## config.mk

```make
export PLATFORM = sky130hd
export DESIGN_NAME = batcharger_adcseq
export DESIGN_NICKNAME = d
export VERILOG_FILES = /design/src/rtl/batcharger_adcseq.sv
export SDC_FILE = /design/constraint.sdc
export NUM_CORES = 1
export LEC_CHECK = 0
export ABC_AREA = 1
export CAP_MARGIN = 10
export CORE_AREA = 10 10 107 109
export CTS_CLUSTER_DIAMETER = 100
export DETAILED_ROUTE_END_ITERATION = 16
export DIE_AREA = 0 0 117 119
export SYNTH_ARGS = -nofsm -noshare
export SYNTH_HDL_FRONTEND = slang
export SYNTH_SLANG_ARGS = --single-unit
```

## constraint.sdc

```tcl
create_clock -name clk -period 3.6 [get_ports clk]
set_input_delay 0.72 -clock clk [delete_from_list [all_inputs] [get_ports clk]]
set_output_delay 0.72 -clock clk [all_outputs]
set_load 0.01 [all_outputs]
```

## src/rtl/batcharger_adcseq.sv

```systemverilog
// batcharger_adcseq: round-robin sequencer sharing one 8-bit SAR ADC across the V/I/T monitors.
// Optional macro ADCSEQ_AVG_EN: two back-to-back conversions per visit, rounded mean captured.
module batcharger_adcseq #(
    parameter int unsigned SETTLE  = 4,
    parameter int unsigned TIMEOUT = 64
) (
    input  logic       clk,
    input  logic       rstz,
    input  logic       en,
    input  logic       vmonen,
    input  logic       imonen,
    input  logic       tmonen,
    input  logic       adc_eoc,
    input  logic [7:0] adc_data,
    output logic [1:0] adc_sel,
    output logic       adc_soc,
    output logic [7:0] vbat,
    output logic [7:0] ibat,
    output logic [7:0] tbat,
    output logic       vtok,
    output logic       adc_err
);
    typedef enum logic [2:0] {
        ST_IDLE    = 3'd0,
        ST_SELECT  = 3'd1,
        ST_START   = 3'd2,
        ST_WAIT    = 3'd3,
        ST_CAPTURE = 3'd4
    } state_t;

    localparam logic [7:0] SETTLE_L = 8'(SETTLE);
    localparam logic [7:0] TMO_LAST = 8'(TIMEOUT - 1);

    function automatic logic [1:0] inc3(input logic [1:0] c);
        return (c >= 2'd2) ? 2'd0 : c + 2'd1;
    endfunction

    // Returns {found, channel}; incl tries the current channel first, otherwise last.
    function automatic logic [2:0] pick_next(input logic [1:0] cur, input logic [2:0] req,
                                             input logic incl);
        logic [1:0] c;
        logic [2:0] res;
        res = 3'b000;
        c   = incl ? cur : inc3(cur);
        for (int k = 0; k < 3; k++) begin
            res = (!res[2] && req[c]) ? {1'b1, c} : res;
            c   = inc3(c);
        end
        return res;
    endfunction

    state_t     state_q, state_d;
    logic [1:0] sel_q, sel_d;
    logic       soc_q, soc_d;
    logic [7:0] cnt_q, cnt_d;
    logic [7:0] tmo_q, tmo_d;
    logic [7:0] vbat_q, vbat_d;
    logic [7:0] ibat_q, ibat_d;
    logic [7:0] tbat_q, tbat_d;
    logic [2:0] vld_q, vld_d;
    logic       err_q, err_d;
    logic       drop_q, drop_d;
    logic [2:0] req_s;
    logic [2:0] nxt_s;
    logic       cap_ok_s;
    logic [7:0] cap_val_s;

    assign req_s    = {tmonen, imonen, vmonen};
    assign nxt_s    = pick_next(sel_q, req_s, state_q == ST_IDLE);
    assign cap_ok_s = req_s[sel_q] & ~drop_q;

`ifdef ADCSEQ_AVG_EN
    logic       phase_q, phase_d;
    logic [7:0] s1_q, s1_d;
    logic [8:0] avg_sum_s;
    assign avg_sum_s = {1'b0, s1_q} + {1'b0, adc_data} + 9'd1;
    assign cap_val_s = avg_sum_s[8:1];
`else
    assign cap_val_s = adc_data;
`endif

    // Next-state, channel choice, capture and valid/error bookkeeping.
    always_comb begin
        state_d = state_q;
        sel_d   = sel_q;
        cnt_d   = cnt_q;
        tmo_d   = tmo_q;
        vbat_d  = vbat_q;
        ibat_d  = ibat_q;
        tbat_d  = tbat_q;
        vld_d   = vld_q & req_s;
        err_d   = err_q;
        drop_d  = drop_q | ~req_s[sel_q];
`ifdef ADCSEQ_AVG_EN
        phase_d = phase_q;
        s1_d    = s1_q;
`endif
        if (!en) begin
            state_d = ST_IDLE;
            vld_d   = 3'b000;
            err_d   = 1'b0;
            drop_d  = 1'b0;
`ifdef ADCSEQ_AVG_EN
            phase_d = 1'b0;
`endif
        end else begin
            case (state_q)
                ST_IDLE: begin
                    drop_d = 1'b0;
                    if (nxt_s[2]) begin
                        state_d = ST_SELECT;
                        sel_d   = nxt_s[1:0];
                        cnt_d   = SETTLE_L;
                    end else begin
                        state_d = ST_IDLE;
                    end
                end
                ST_SELECT: begin
                    cnt_d = cnt_q - 8'd1;
                    if (cnt_q <= 8'd1) begin
                        state_d = ST_START;
                    end else begin
                        state_d = ST_SELECT;
                    end
                end
                ST_START: begin
                    state_d = ST_WAIT;
                    tmo_d   = 8'd0;
                end
                ST_WAIT: begin
                    if (adc_eoc) begin
`ifdef ADCSEQ_AVG_EN
                        if (!phase_q) begin
                            phase_d = 1'b1;
                            s1_d    = adc_data;
                            state_d = ST_START;
                        end else begin
                            phase_d = 1'b0;
                            state_d = ST_CAPTURE;
                        end
                        if (phase_q && cap_ok_s) begin
`else
                        state_d = ST_CAPTURE;
                        if (cap_ok_s) begin
`endif
                            vld_d[sel_q] = 1'b1;
                            case (sel_q)
                                2'd0:    vbat_d = cap_val_s;
                                2'd1:    ibat_d = cap_val_s;
                                2'd2:    tbat_d = cap_val_s;
                                default: vbat_d = vbat_q;
                            endcase
                        end else begin
                            vld_d[sel_q] = vld_d[sel_q] & ~drop_d;
                        end
                    end else if (tmo_q >= TMO_LAST) begin
                        // Timed out: drop this channel's result and move on through a fresh settle.
                        vld_d[sel_q] = 1'b0;
                        err_d        = 1'b1;
                        drop_d       = 1'b0;
`ifdef ADCSEQ_AVG_EN
                        phase_d      = 1'b0;
`endif
                        if (nxt_s[2]) begin
                            state_d = ST_SELECT;
                            sel_d   = nxt_s[1:0];
                            cnt_d   = SETTLE_L;
                        end else begin
                            state_d = ST_IDLE;
                        end
                    end else begin
                        tmo_d = tmo_q + 8'd1;
                    end
                end
                ST_CAPTURE: begin
                    drop_d = 1'b0;
                    if (!nxt_s[2]) begin
                        state_d = ST_IDLE;
                    end else if (nxt_s[1:0] == sel_q) begin
                        state_d = ST_START;
                    end else begin
                        state_d = ST_SELECT;
                        sel_d   = nxt_s[1:0];
                        cnt_d   = SETTLE_L;
                    end
                end
                default: begin
                    state_d = ST_IDLE;
                end
            endcase
        end
        soc_d = (state_d == ST_START);
    end

    // State, control and result registers.
    always_ff @(posedge clk or negedge rstz) begin
        if (!rstz) begin
            state_q <= ST_IDLE;
            sel_q   <= 2'd0;
            soc_q   <= 1'b0;
            cnt_q   <= 8'd0;
            tmo_q   <= 8'd0;
            vbat_q  <= 8'd0;
            ibat_q  <= 8'd0;
            tbat_q  <= 8'd0;
            vld_q   <= 3'b000;
            err_q   <= 1'b0;
            drop_q  <= 1'b0;
`ifdef ADCSEQ_AVG_EN
            phase_q <= 1'b0;
            s1_q    <= 8'd0;
`endif
        end else begin
            state_q <= state_d;
            sel_q   <= sel_d;
            soc_q   <= soc_d;
            cnt_q   <= cnt_d;
            tmo_q   <= tmo_d;
            vbat_q  <= vbat_d;
            ibat_q  <= ibat_d;
            tbat_q  <= tbat_d;
            vld_q   <= vld_d;
            err_q   <= err_d;
            drop_q  <= drop_d;
`ifdef ADCSEQ_AVG_EN
            phase_q <= phase_d;
            s1_q    <= s1_d;
`endif
        end
    end

    assign adc_sel = sel_q;
    assign adc_soc = soc_q;
    assign vbat    = vbat_q;
    assign ibat    = ibat_q;
    assign tbat    = tbat_q;
    assign adc_err = err_q;
    assign vtok    = (vmonen | tmonen) & (~vmonen | vld_q[0]) & (~tmonen | vld_q[2]);

endmodule
```

Word-level counts from Yosys, hierarchy flattened
Cells that the tools add are included.
{"block": "classes", "addsub": 5, "magnitude_cmp": 10, "eq_ne": 16, "n_mux": 56, "bitwise_logic": 17, "reduce_logical": 18}
{"op": "$mux 8", "n": 7}
{"op": "$mux 3", "n": 11}
{"op": "$pmux 8 s4", "n": 1}
{"op": "$mux 2", "n": 12}
{"op": "$pmux 8 s2", "n": 1}
{"op": "$pmux 3 s5", "n": 1}
{"op": "$reduce_and 5->1", "n": 3}
{"op": "$mux 1", "n": 14}
{"op": "$lt 2x3->1 const B", "n": 4}
{"op": "$ne 2x2->1 const B", "n": 6}
{"op": "$reduce_and 6->1", "n": 2}
{"op": "$bmux 1 s2", "n": 5}
{"op": "$eq 3x2->1 const B", "n": 3}
{"op": "$add 8x1->8 const B", "n": 1}
{"op": "$ge 8x6->1 const B", "n": 1}
{"op": "$le 8x1->1 const B", "n": 1}
{"op": "$sub 8x1->8 const B", "n": 1}
{"op": "$add 2x1->2 const B", "n": 3}
{"op": "$and 3x3->3", "n": 2}
{"op": "$ge 2x2->1 const B", "n": 3}
{"op": "$pmux 2 s3", "n": 1}
{"op": "$not 1->1", "n": 5}
{"op": "$and 1x1->1", "n": 4}
{"op": "$ne 2x1->1 const B", "n": 2}
{"op": "other kinds (22)", "n": 28}
{"block": "word_totals", "ff_bits": 51, "inputBits": 15, "out_inout_bits": 29, "word_cells": 133}

Depth between registers and ports, before layout
Gate-level depths: netlist of the first run.
{"block": "logic_depth", "ltp_word": 18, "depth_mapped": 18}

Least setup slack after synthesis of the first run
No wires, ideal clock.
{"block": "synth_path", "path_kind": "register to register", "from": "register sel_q[0] (netlist: adc_sel[0])", "to": "register sel_q[1] (netlist: adc_sel[1])", "setup_time_ns": 0.117, "arrival_ns": 1.928, "required_ns": 3.483, "slack_ns": 1.555, "path_stages_with_launch": 19, "period_less_slack_ns": 2.045, "cell_sequence": "dfrtp_1 buf_6 nor2_2 inv_2 nand2_2 nand2_2 nand3_1 inv_2 nor2_4 nand2_2 inv_2 nand3_2 nand2_1 nand2_1 nand2_2 nand3_4 buf_6 nand3b_1 nand2_1"}
{"block": "synth_via", "elab_chain_len": 16, "word_cells_on_any_way": 33, "classes_between": "add/sub (3); order compare (3); eq/ne (3); mux (19); reduce/logical (5)"}
{"element": "start: declaration", "line_no": "53", "text": "logic [1:0] sel_q, sel_d;"}
{"element": "start signal: assignment", "line_no": "215", "text": "sel_q <= sel_d;"}
{"element": "branches (longest 16 deep; another with $add 2x1->2)"}
Parallel ways; which one is timed is not known. The select of a mux whose other input is x is not followed.
A chain may end at the register's enable or synchronous reset.

Final worst setup path of the first run
{"block": "layout_path", "from": "input port tmonen", "to": "output port vtok"}
{"block": "layout_via", "elab_chain_len": 3, "word_cells_on_any_way": 5, "classes_between": "bitwise (5)"}
{"element": "start: declaration", "line_no": "12", "text": "input logic tmonen,"}
{"element": "$or 1x1->1 or $not 1->1 (tied branches)", "line_no": "238", "text": "assign vtok = (vmonen | tmonen) & (~vmonen | vld_q[0]) & (~tmonen | vld_q[2]);"}
{"element": "$and 1x1->1 or $or 1x1->1 (tied branches)", "line_no": "238"}
{"element": "$and 1x1->1 (*)", "line_no": "238"}
{"element": "end: declaration", "line_no": "20", "text": "output logic vtok,"}
Every way passes the cells marked *; elsewhere a longest branch is shown, timed or not.

==> metrics.md, run 1 <==
| Metric | Value |
|---|---|
| Rows | 36 |
| Max-Cap Viols | 0 |
| Chip Width | 117 microns |
| Total power | 2.448 mW |
| First-pass GRT wire length | 11420 microns |
| CTS Buf Count | 5 |
| WL final | 6415 microns |
| Drt first pass iters | 4 |
| Routed wire per std cell | 12.83 microns |
| CTS clk-pin slew, worst paths | 0.11 ns |
| Met3 WL | 305 microns |
| CP Class | in2out |
| DP HPWL | 4956 microns |
| Type of the worst min-delay path | in2async |
| DR iter-0 viols | 86 |
| Worst Setup Start Kind | input pin |
| Ant diodes | 0 |
| Setup TNS | 0 ns |
| Core area | 9459 sq um |
| Final Setup Violations | 0 |
| Primary FF master, synth | dfrtp_1 |
| Distinct cells, synth | 37 |
| Run status | finished clean |
| Final setup skew | 0.009730 ns |
| Deepest clock path buffer count | 2 |
| Hold Vio Cnt, Final | 0 |
| Critical Path AT | 2.16 ns |
| Post-synth EDFFs | 0 |
| Initial Utilization | 29.09% |
| RSZ-0062 raised after global routing | false |
| Required @ worst endpoint | 2.88 ns |
| Vias per cell | 4.562 |
| Clk Latency, worst-skew pair | 0.32 ns |
| Via count | 2281 |
| CTS Hold Bufs | 0 |
| Ys Warns | 0 |
| Fin crit period | 2.875 ns |
| Crit-path max FO | 7 |
| Synth Area per Inst | 8.116 sq um |
| Area grow syn2layout | 23.24% |
| Post-Syn Area | 2751 sq um |
| Layout fillers | 1008 |
| GPL Wtd Cong | 0.8059 |
| Syn_nets | 357 |
| Design area | 3391 sq um |
| IO Count | 44 |
| PD cells | 721.9 nW/um^2 |
| Ys async rst share | 100.0% |
| Port bufs | 43 |
| Clock sink count | 50 |
| Die area | 13920 sq um |
| Antenna viol nets, final | 0 |
| Max Slew Vio Count | 0 |
| Global route overflow | 0 |
| Max_slew headroom | 51.56% |
| Vias in the first global route | 2350 |
| Setup bufs post-CTS | 0 |
| Largest net degree at the start of global routing | 33 |
| Fraction of layout cells with a size suffix above 1 | 12.95% |
| CTS tree | built |
| Final net count | 403 |
| DR top layer | met4 |
| Cts repair resizes | 0 |
| Least-Margin Pin Slew | 0.7266 ns |
| WL met2 | 3176 microns |
| Worst hold margin | 0.4421 ns |
| Sequential cell area fraction in the yosys report | 45.48% |
| Post-Synthesis Cells | 339 |
| Clock H-tree levels | 2 |
| Fin crit share | 79.87% |
| Endpoint class of the critical path | output port |
| Die Ht | 119 microns |
| Placed cell area | 3293 sq um |
| Global-route usage over all layers | 9.954% |
| Total leakage power | 1.619 nW |
| Wire length on met1 | 2832 microns |
| Root Buffer Master | clkbuf_8 |
| DRC | 0 |
| Synth Register Bits | 50 |
| Initial antenna violation count | 0 |
| Fmax | 0.3478 GHz |
| Maximum vdd drop | 0.2731 mV |
through the flow:
stage                     util (%)  setup slack, ns  instances
after floorplan                  -            1.555        339
after global placement       34.81           0.7429        492
after detailed placement     34.81           0.6964        492
after CTS                    35.85           0.7028        500
after global routing         35.85           0.5987        500
final                        35.85           0.7246        500
registers in the layout (all words and copies together) (netlist names):
| name | cells |
|---|---|
| ibat | 8 |
| vld_q | 2 |
| tbat | 8 |
| drop_q | 1 |
| adc_sel | 2 |
| vbat | 8 |
| cnt_q | 8 |
| adc_err | 1 |
| adc_soc | 1 |
| tmo_q | 8 |
| state_q | 3 |
metal layers:
layer  GRT usage (%)  up-vias
met1           12.16     1055
li1                -     1188
met2           16.32       31
met4           3.478        0
met3           2.761        7
met5               0        -
cells by family after synthesis:
kind of cell,share of synthesized area (%)
AO/OA/AOI/OAI,8.777
XOR/XNOR,1.910
adder cells (fa/ha/maj),1.364
buffers and inverters,7.321
flip-flops,45.48
AND/OR/NAND/NOR,35.15
synthesized netlist by cell type, types with 4 or more instances:
cell | instances | share of area (%)
nand2_1 | 82 | 11
o21ai_0 | 28 | 5.1
inv_2 | 6 | 0.82
nand2_2 | 12 | 2.7
nor2_1 | 26 | 3.5
nand3_1 | 32 | 5.8
xor2_1 | 4 | 1.3
nand2_4 | 6 | 2.5
dfrtp_1 | 50 | 45
a21oi_1 | 6 | 1.1
nor2_2 | 4 | 0.91
nand3_2 | 5 | 1.8
nor3_1 | 6 | 1.1
inv_1 | 37 | 5.0
cells in the final DEF (no fill, tap or decap), drive strengths merged:
cell and instances:
a21boi 1, a21oi 6, a22oi 1, buf 2, clkbuf 5, clkdlybuf4s50 42, clkinv 2, dfrtp 50
ha 3, inv 45, nand2 100, nand3 38, nand3b 2, nand4 3, nor2 32, nor3 8
nor3b 1, nor4 2, o2111ai 2, o211ai 1, o21ai 28, o221ai 1, o22ai 1, o31ai 1
o41ai 1, or2 1, or3 1, xnor2 2, xor2 4
cell type report:
cell class	instances	area, sq um	area share [%]
Clock buffer	5	68.82	2.030
Clock inverter	3	28.78	0.8487
Inverter	44	167.7	4.945
Multi-Input combinational cell	240	1299	38.30
Sequential cell	50	1251	36.90
Tap cell	114	142.6	4.207
Timing Repair Buffer	44	432.9	12.77
worst paths after layout:
check	endpoint	cells after the start	startpoint	slack (ns)
hold / removal	ibat[4]$_DFFE_PN0P_	1	rstz	0.44
setup / recovery	vtok	4	tmonen	0.72
max in group asynchronous	vbat[3]$_DFFE_PN0P_	2	rstz	2.42
hold reg to reg	tbat[0]$_DFFE_PN0P_	2	tbat[0]$_DFFE_PN0P_	0.49
min in group clk	tbat[0]$_DFFE_PN0P_	2	tbat[0]$_DFFE_PN0P_	0.49
setup reg to reg	cnt_q[0]$_DFFE_PN0P_	14	adc_sel[0]$_DFFE_PN0P_	1.28
worst max-delay path, stage by stage:
cell and delay (ns):
clkdlybuf4s50_1 0.63, nand2_1 0.09, a22oi_1 0.14, clkdlybuf4s50_1 0.57
where the power goes:
group          switching, mW  leakage, nW  internal (mW)
Clock                  0.221       0.0502          0.145
Sequential             0.102        0.684          0.674
Combinational          0.818        0.885          0.489
(Power assumes the default switching activity.)
==> run 2: changes to the inputs <==
==> constraint.sdc (replaced) <==
create_clock -name clk -period 3 [get_ports clk]
set_input_delay 0.6 -clock clk [delete_from_list [all_inputs] [get_ports clk]]
set_output_delay 0.6 -clock clk [all_outputs]
set_load 0.01 [all_outputs]
==> metrics.md, run 2 (synthesis gave the netlist of run 1 again) <==
| Metric | Value |
|---|---|
| Run status | finished clean (unchanged) |
| Place WS | 0.3512 ns (was 0.6964 ns) |
| DRC | 0 (unchanged) |
| Most frequent cells in the layout | nand2_1, dfrtp_1, clkdlybuf4s50_1 (unchanged) |
| RSZ-0062 raised after global routing | false (unchanged) |
| Clock sink count | 50 (unchanged) |
| Critical Path AT | 2.03 ns (was 2.16 ns) |
| Global route overflow | 0 (unchanged) |
| Layout fillers | 981 (was 1008) |
| Hold Vio Cnt, Final | 0 (unchanged) |
| Max_slew headroom | 57.34% (was 51.56%) |
| PD cells | 862.9 nW/um^2 (was 721.9 nW/um^2) |
| Fin crit period | 2.631 ns |
| CP Class | in2out (unchanged) |
| Area grow syn2layout | 24.33% (was 23.24%) |
| Die Ht | 119 microns (unchanged) |
| Reg area | 1251 sq um (unchanged) |
| Required @ worst endpoint | 2.40 ns (was 2.88 ns) |
| Initial Utilization | 29.09% (unchanged) |
| Total leakage power | 1.637 nW (was 1.619 nW) |
| CTS Buf Count | 5 (unchanged) |
| Fmax | 0.3801 GHz |
| First-pass GRT wire length | 10960 microns (was 11420 microns) |
| Final net count | 407 (was 403) |
| Deepest clock path buffer count | 2 (unchanged) |
| Crit-path max FO | 7 (unchanged) |
| Most common cell after layout, fill and taps aside | nand2_1 (unchanged) |
| Core area | 9459 sq um (unchanged) |
| Endpoint class of the critical path | output port (unchanged) |
| CTS tree | built (unchanged) |
| Via count | 2313 (was 2281) |
| Port bufs | 43 (unchanged) |
| Clk Latency, worst-skew pair | 0.31 ns (was 0.32 ns) |
| Initial antenna violation count | 0 (unchanged) |
| Max-Cap Viols | 0 (unchanged) |
| Reg2reg end | cnt_q[7]$_DFFE_PN0P_ (was cnt_q[0]$_DFFE_PN0P_) |
| Least-Margin Pin Slew | 0.6400 ns (was 0.7266 ns) |
| Vias in the first global route | 2342 (was 2350) |
| Final Setup Violations | 0 (unchanged) |
| Cts repair resizes | 0 (unchanged) |
| Setup bufs post-CTS | 0 (unchanged) |
| Multi-input gate area in the final layout | 1299 sq um (unchanged) |
| Max Slew Vio Count | 0 (unchanged) |
| Register-to-register setup slack | 0.73 ns (was 1.28 ns) |
| Maximum vdd drop | 0.2453 mV (was 0.2731 mV) |
| Routed wire per std cell | 12.73 microns (was 12.83 microns) |
| Drt first pass iters | 4 (unchanged) |
| Fin crit share | 87.70% |
| Global-route usage over all layers | 9.495% (was 9.954%) |
| Design area | 3421 sq um (was 3391 sq um) |
| WL final | 6415 microns (unchanged) |
| Clock H-tree levels | 2 (unchanged) |
| Ant diodes | 0 (unchanged) |
| Final Worst Setup Slack | 0.3689 ns (was 0.7246 ns) |
| DR iter-0 viols | 90 (was 86) |
| DP HPWL | 4956 microns (about the same) |
| Rows | 36 (unchanged) |
| Final setup skew | 0.01500 ns (was 0.009730 ns) |
| CTS clk-pin slew, worst paths | 0.11 ns (about the same) |
| Worst r2r path cells | 17 (was 14) |
| Chip Width | 117 microns (unchanged) |
| Type of the worst min-delay path | in2async (unchanged) |
| Fraction of layout cells with a size suffix above 1 | 13.85% (was 12.95%) |
| GPL Wtd Cong | 0.7955 (was 0.8059) |
| Placed cell area | 3323 sq um (was 3293 sq um) |
| R2r startpoint | adc_sel[0]$_DFFE_PN0P_ (unchanged) |
| Largest net degree at the start of global routing | 51 (was 33) |
| CTS Hold Bufs | 0 (unchanged) |
| Root Buffer Master | clkbuf_8 (unchanged) |
| Antenna viol nets, final | 0 (unchanged) |
| Vias per cell | 4.589 (was 4.562) |
| Die area | 13920 sq um (unchanged) |
| Setup TNS | 0 ns (unchanged) |
| IO Count | 44 (unchanged) |
| Worst Setup Start Kind | input pin (unchanged) |
[run 2: cell types whose count changed in the layout (fill, tap and decap cells not counted)]
cell | before | now
buf_4 | 1 | 5
[run 2: how the worst max path moves through the flow]
stage	startpoint	endpoint	slack, ns	depth (start not counted)
floorplan	adc_sel[0]$_DFFE_PN0P_	adc_sel[1]$_DFFE_PN0P_	0.95	18
global placement	tmonen	vtok	0.38	4
detailed placement	tmonen	vtok	0.35	4
CTS	tmonen	vtok	0.36	4
global route	tmonen	vtok	0.28	4
finish	tmonen	vtok	0.37	4
[run 2: through the flow]
step           hold slack [ns]  cells  utilization (%)  power, mW
3_5_place_dp            0.4758    496            35.13      2.553
2_1_floorplan           0.3044    339                -      2.154
6_report                0.3812    504            36.16      2.952
3_3_place_gp            0.4674    496            35.13      2.510
5_1_grt                 0.4283    504            36.16      3.237
4_1_cts                 0.3990    504            36.16      2.986
[run 2: report_power, final]
| part | switching, mW | leakage (nW) | internal, mW |
|---|---|---|---|
| registers | 0.124 | 0.684 | 0.808 |
| logic | 0.996 | 0.903 | 0.598 |
| clock network | 0.252 | 0.0502 | 0.173 |
| total | 1.37 | 1.64 | 1.58 |
[run 2: worst max-delay path, stage by stage]
cell	delay (ns)
clkdlybuf4s50_1	0.63
nand2_1	0.09
a22oi_1	0.14
clkdlybuf4s50_1	0.57
[run 2: metal layers]
metal | part of all wire [%] | GRT usage (%)
met3 | 5.2 | 2.761
met2 | 51 | 16.29
met5 | 0 | 0
met1 | 43 | 11.11
met4 | 0.95 | 2.782
[run 2: cell type report]
class / count / area share (%)
multi-input combinational: 240 / 37.97
sequential: 50 / 36.58
timing repair buffer: 48 / 13.53
inverter: 44 / 4.901
tap: 114 / 4.170
clock buffer: 5 / 2.012
clock inverter: 3 / 0.8413
==> run 3: changes to the inputs <==
--- a/config.mk
+++ b/config.mk
@@ -11,6 +11,8 @@
 export CTS_CLUSTER_DIAMETER = 100
 export DETAILED_ROUTE_END_ITERATION = 16
 export DIE_AREA = 0 0 117 119
+export SLEW_MARGIN = 10
 export SYNTH_ARGS = -nofsm -noshare
 export SYNTH_HDL_FRONTEND = slang
 export SYNTH_SLANG_ARGS = --single-unit
+export TNS_END_PERCENT = 20
==> results of run 3 <==
The final DEF is identical to that of run 2; final timing and power are the same.
